**config.mk**
```make
export PLATFORM = sky130hd
export DESIGN_NAME = cla_wide_seq
export DESIGN_NICKNAME = d
export VERILOG_FILES = /design/src/rtl/cla_wide_seq.sv
export SDC_FILE = /design/constraint.sdc
export NUM_CORES = 1
export LEC_CHECK = 0
export ABC_CLOCK_PERIOD_IN_PS = 2510
export CAP_MARGIN = 10
export CORE_MARGIN = 5
export CORE_UTILIZATION = 59
export CTS_BUF_LIST = sky130_fd_sc_hd__clkbuf_8
export DETAILED_ROUTE_END_ITERATION = 10
export DONT_BUFFER_PORTS = 1
export PLACE_DENSITY = 0.82
export SYNTH_ARGS = -nofsm -noshare
export SYNTH_HDL_FRONTEND = slang
export SYNTH_SLANG_ARGS = --single-unit
```
**constraint.sdc**
```tcl
create_clock -name clk -period 2.51 [get_ports clk]
set_clock_uncertainty 0.15 [all_clocks]
set_input_delay 0.3765 -clock clk [delete_from_list [all_inputs] [get_ports clk]]
set_output_delay 0.3765 -clock clk [all_outputs]
set_load 0.005 [all_outputs]
```
**src/rtl/cla_wide_seq.sv**
```systemverilog
// ---------------------------------------------------------------------------
// cla_wide_seq
//   Multi-byte add/subtract sequencer that time-shares one external 8-bit
//   carry-lookahead adder. A request carries two NBYTES-wide operands. They
//   are pushed through the adder one byte per cycle, LSB first, and each
//   byte's carry-out is chained into the next byte's carry-in. The wide result
//   is returned with the final carry and two's-complement overflow.
//
//   state | meaning
//   ------+---------------------------------------------------------------
//   IDLE  | in_ready=1, adder inputs held at 0, waiting for a request
//   RUN   | one byte per cycle through the adder, NBYTES cycles
//   DONE  | out_valid=1, result held until the consumer takes it
//
// Ports
//   clk, rst              clock, synchronous active-high reset
//   in_valid/in_ready     request handshake
//   in_a, in_b, in_sub    operands (W bits) and op select (1 = A-B)
//   add_a/add_b/add_cin   drive the shared 8-bit adder
//   add_sum/add_cout      combinational adder result
//   out_valid/out_ready   result handshake
//   out_result            A+B or A-B modulo 2^W
//   out_cout              final carry-out (subtract: 1 = no borrow)
//   out_ovf               signed overflow
// ---------------------------------------------------------------------------
module cla_wide_seq #(
    parameter int NBYTES = 4
) (
    input  logic                clk,
    input  logic                rst,
    input  logic                in_valid,
    output logic                in_ready,
    input  logic [8*NBYTES-1:0] in_a,
    input  logic [8*NBYTES-1:0] in_b,
    input  logic                in_sub,
    output logic [7:0]          add_a,
    output logic [7:0]          add_b,
    output logic                add_cin,
    input  logic [7:0]          add_sum,
    input  logic                add_cout,
    output logic                out_valid,
    input  logic                out_ready,
    output logic [8*NBYTES-1:0] out_result,
    output logic                out_cout,
    output logic                out_ovf
);

    localparam int W  = 8 * NBYTES;
    localparam int IW = (NBYTES > 1) ? $clog2(NBYTES) : 1;
    localparam logic [IW-1:0] LAST_IDX = IW'(NBYTES - 1);

    typedef enum logic [1:0] {
        S_IDLE = 2'd0,
        S_RUN  = 2'd1,
        S_DONE = 2'd2
    } state_t;

    state_t          state_q,  state_d;
    logic [W-1:0]    a_q,      a_d;
    logic [W-1:0]    b_q,      b_d;
    logic [IW-1:0]   idx_q,    idx_d;
    logic            carry_q,  carry_d;
    logic [W-1:0]    result_q, result_d;
    logic            cout_q,   cout_d;
    logic            ovf_q,    ovf_d;

    always_ff @(posedge clk) begin
        if (rst) begin
            state_q  <= S_IDLE;
            a_q      <= '0;
            b_q      <= '0;
            idx_q    <= '0;
            carry_q  <= 1'b0;
            result_q <= '0;
            cout_q   <= 1'b0;
            ovf_q    <= 1'b0;
        end else begin
            state_q  <= state_d;
            a_q      <= a_d;
            b_q      <= b_d;
            idx_q    <= idx_d;
            carry_q  <= carry_d;
            result_q <= result_d;
            cout_q   <= cout_d;
            ovf_q    <= ovf_d;
        end
    end

    always_comb begin
        state_d  = state_q;
        a_d      = a_q;
        b_d      = b_q;
        idx_d    = idx_q;
        carry_d  = carry_q;
        result_d = result_q;
        cout_d   = cout_q;
        ovf_d    = ovf_q;
        in_ready = 1'b0;
        out_valid = 1'b0;
        add_a    = 8'h00;
        add_b    = 8'h00;
        add_cin  = 1'b0;

        case (state_q)
            S_IDLE: begin
                in_ready = 1'b1;
                if (in_valid) begin
                    // Subtract as A + ~B + 1: B is stored inverted and the
                    // +1 enters as the carry into byte 0.
                    a_d     = in_a;
                    b_d     = in_b ^ {W{in_sub}};
                    carry_d = in_sub;
                    idx_d   = '0;
                    state_d = S_RUN;
                end
            end

            S_RUN: begin
                add_a   = a_q[8*idx_q +: 8];
                add_b   = b_q[8*idx_q +: 8];
                add_cin = carry_q;
                result_d[8*idx_q +: 8] = add_sum;
                carry_d = add_cout;
                idx_d   = idx_q + 1'b1;
                if (idx_q == LAST_IDX) begin
                    cout_d  = add_cout;
                    // Overflow: operands share a sign that the result lacks.
                    ovf_d   = (a_q[W-1] == b_q[W-1]) & (add_sum[7] != a_q[W-1]);
                    state_d = S_DONE;
                end
            end

            S_DONE: begin
                out_valid = 1'b1;
                if (out_ready) begin
                    state_d = S_IDLE;
                end
            end

            default: begin
                state_d = S_IDLE;
            end
        endcase
    end

    assign out_result = result_q;
    assign out_cout   = cout_q;
    assign out_ovf    = ovf_q;

endmodule

```
==> key figures <==
Global route
  • GRT Total Usage: 0.223
  • Overflow after GRT: 0
  • Initial antenna violation count: 0
  • First-pass GRT wire length: 17300 um
  • Vias in the first global route: 3340
  • Largest net degree at the start of global routing: 87

Run status
  • Status: finished clean

Final layout
  • Layout cells sized above 1: 0.0872
  • Ant. Diodes: 0
  • Most frequent cells in the layout: 103 x dfxtp_1, 83 x nand2_1, 56 x a21oi_1
  • Area delta synth->final: 11.3%
  • Commonest non-fill, non-tap cell in the layout: dfxtp_1
  • Fin nets: 571
  • Util after Layout: 0.678
  • # fillers: 577

Pwr
  • Pwr Density: 653 nW/um^2
  • Leak: 1.74 nW
  • VDD IR-drop max: 0.358 mV

Timing
  • WHS: 7.53 ps
  • Final worst path period need: 2200 ps
  • Worst Tran Pin Value: 653 ps
  • Final setup vio count: 0
  • Fin. Hold Viols: 0
  • Max frequency: 454 MHz
  • Slew Limit Headroom: 0.564
  • Sum Neg Setup Slack: 0 ps
  • Tcrit/Tclk final: 0.877
  • Pins Over Slew Limit: 0
  • RSZ-0062 raised after global routing: false

Synthesis
  • Ys Warns: 0
  • Syn Area/Cell: 9.27 um^2
  • Synth top area share: 0.461
  • Synth Cell Area: 4470 um^2
  • Syn Inst Count: 482
  • Post-Syn Nets: 565
  • Synth cell types: 28
  • Largest area contributor in the synthesized netlist: dfxtp_1
  • Register area share after synthesis: 0.461
  • Top post-synthesis cells by area: dfxtp_1 46%, mux4_2 8.1%, nand2_1 7.0%
  • Synthesis-stage register bit count: 103

Clock tree
  • H-tree depth: 3
  • Worst-Skew Late Latency: 360 ps
  • Reg clk slew, reported paths: 110 ps
  • CTS tree: built
  • Num CTS Buffers: 9
  • CTS max path bufs: 2
  • PostCTS Resize Cnt: 0
  • Clock sinks: 103
  • Setup bufs post-CTS: 0
  • Cts hold-fix bufs: 22
  • Clock root buffer: clkbuf_8

Drt
  • Vias per cell: 5.83
  • DRT Wirelength: 10800 um
  • DRC viols: 0
  • Pre-antenna DRT Iters: 4
  • Avg WL per Cell: 18.2 um
  • Routed Antenna Nets: 0
  • DR vias: 3453
  • 1st-iter DRT viols: 170

Floorplanning
  • Horiz. Die Dim: 97.0 um
  • Rows: 31
  • Core Box Area: 7330 um^2
  • Top Ports: 131
  • Starting Density: 0.610
  • Die Y-Extent: 97.0 um
  • Total Die Area: 9420 um^2

Worst setup path
  • CP Max Fanout: 20
  • Nature of the critical path startpoint: flip-flop
  • Worst Path Arrival: 1670 ps
  • CP Capture Type: output pin
  • Req. time, crit path: 1980 ps
  • Worst setup path class: reg -> out

Hold path
  • Worst min-delay path category: in -> reg

Place
  • Placer Congestion: 0.822
  • Port bufs: 0
  • DP Wirelength: 7130 um

Flow run
  • Max-capacitance violation count: 0
final timing paths:
kind	slack (ps)	from	end	depth (start not counted)
worst min register to register	310	a_q[6]	a_q[6]	2
worst max register to register	470	idx_q[0]	out_result[17]	5
worst min-delay path	8	in_a[25]	a_q[25]	2
worst max-delay path	310	state_q[0]	add_a[7]	3
worst max-delay path, cell delays in order (launching register included):
cell	delay (ps)
dfxtp_1	640
nor2b_1	200
buf_4	260
and2_1	220
registers in the layout, summed over array words and instances, names as in the netlist:
name        count
state_q         2
out_ovf         1
idx_q           2
b_q            32
out_result     32
carry_q         1
a_q            32
out_cout        1
cell type report:
| cell class | instances | area, um^2 | share of cell area |
|---|---|---|---|
| multi-input combinational | 335 | 2210 | 0.445 |
| sequential | 103 | 2060 | 0.415 |
| timing repair buffer | 36 | 360 | 0.0725 |
| clock buffer | 9 | 124 | 0.0249 |
| tap | 99 | 124 | 0.0249 |
| clock inverter | 7 | 78.8 | 0.0158 |
| inverter | 3 | 11.3 | 0.00226 |
layer usage:
| layer | GRT usage | part of all wire | vias to the layer above |
|---|---|---|---|
| met5 | 0 | 0 | - |
| met4 | 0.0648 | 0.016 | 0 |
| met3 | 0.0755 | 0.090 | 19 |
| met2 | 0.370 | 0.49 | 142 |
| met1 | 0.277 | 0.40 | 1622 |
| li1 | - | - | 1670 |
kinds of logic (layout without fill, tap and decap cells):
logic type / count (synthesis) / in the layout / synth area share
compound gates: 108 / 108 / 0.155
simple gates: 173 / 173 / 0.180
xor+xnor: 32 / 32 / 0.0627
fa+ha+maj: 5 / 5 / 0.0140
flops: 103 / 103 / 0.461
mux: 17 / 17 / 0.0829
buf+inv: 44 / 55 / 0.0448
cell usage after synthesis:
cell and count:
a211oi_1 33, a21oi_1 56, a22o_1 16, and2_1 16, and3b_1 2, and4_1 2, buf_1 2, buf_2 19
buf_4 3, clkbuf_1 17, dfxtp_1 103, ha_1 5, inv_1 3, mux2i_1 1, mux4_2 16, nand2_1 83
nand2b_1 2, nand3_1 17, nand3b_1 3, nor2_1 40, nor2b_1 3, nor3b_2 2, nor4b_4 1, nor4bb_1 1
o21a_1 2, o21bai_1 1, or3b_1 1, xnor2_1 32
metrics by stage:
| step | worst slack [ps] | instance area (um^2) | cells | power (mW) |
|---|---|---|---|---|
| 3_5_place_dp | 514 | 4460 | 547 | 2.18 |
| 5_1_grt | 179 | 4970 | 592 | 3.41 |
| 2_1_floorplan | 153 | 4470 | 482 | 2.14 |
| 4_1_cts | 279 | 4900 | 585 | 3.26 |
| 6_report | 309 | 4970 | 592 | 3.25 |
| 3_3_place_gp | 629 | 4460 | 547 | 2.16 |
power breakdown:
part / leakage, nW / total, mW / internal [mW] / switching (mW)
clock network: 0.0925 / 1.04 / 0.470 / 0.571
registers: 0.844 / 1.78 / 1.72 / 0.0557
logic: 0.805 / 0.427 / 0.206 / 0.222
total: 1.74 / 3.25 / 2.40 / 0.848
(Power assumes the default switching activity.)
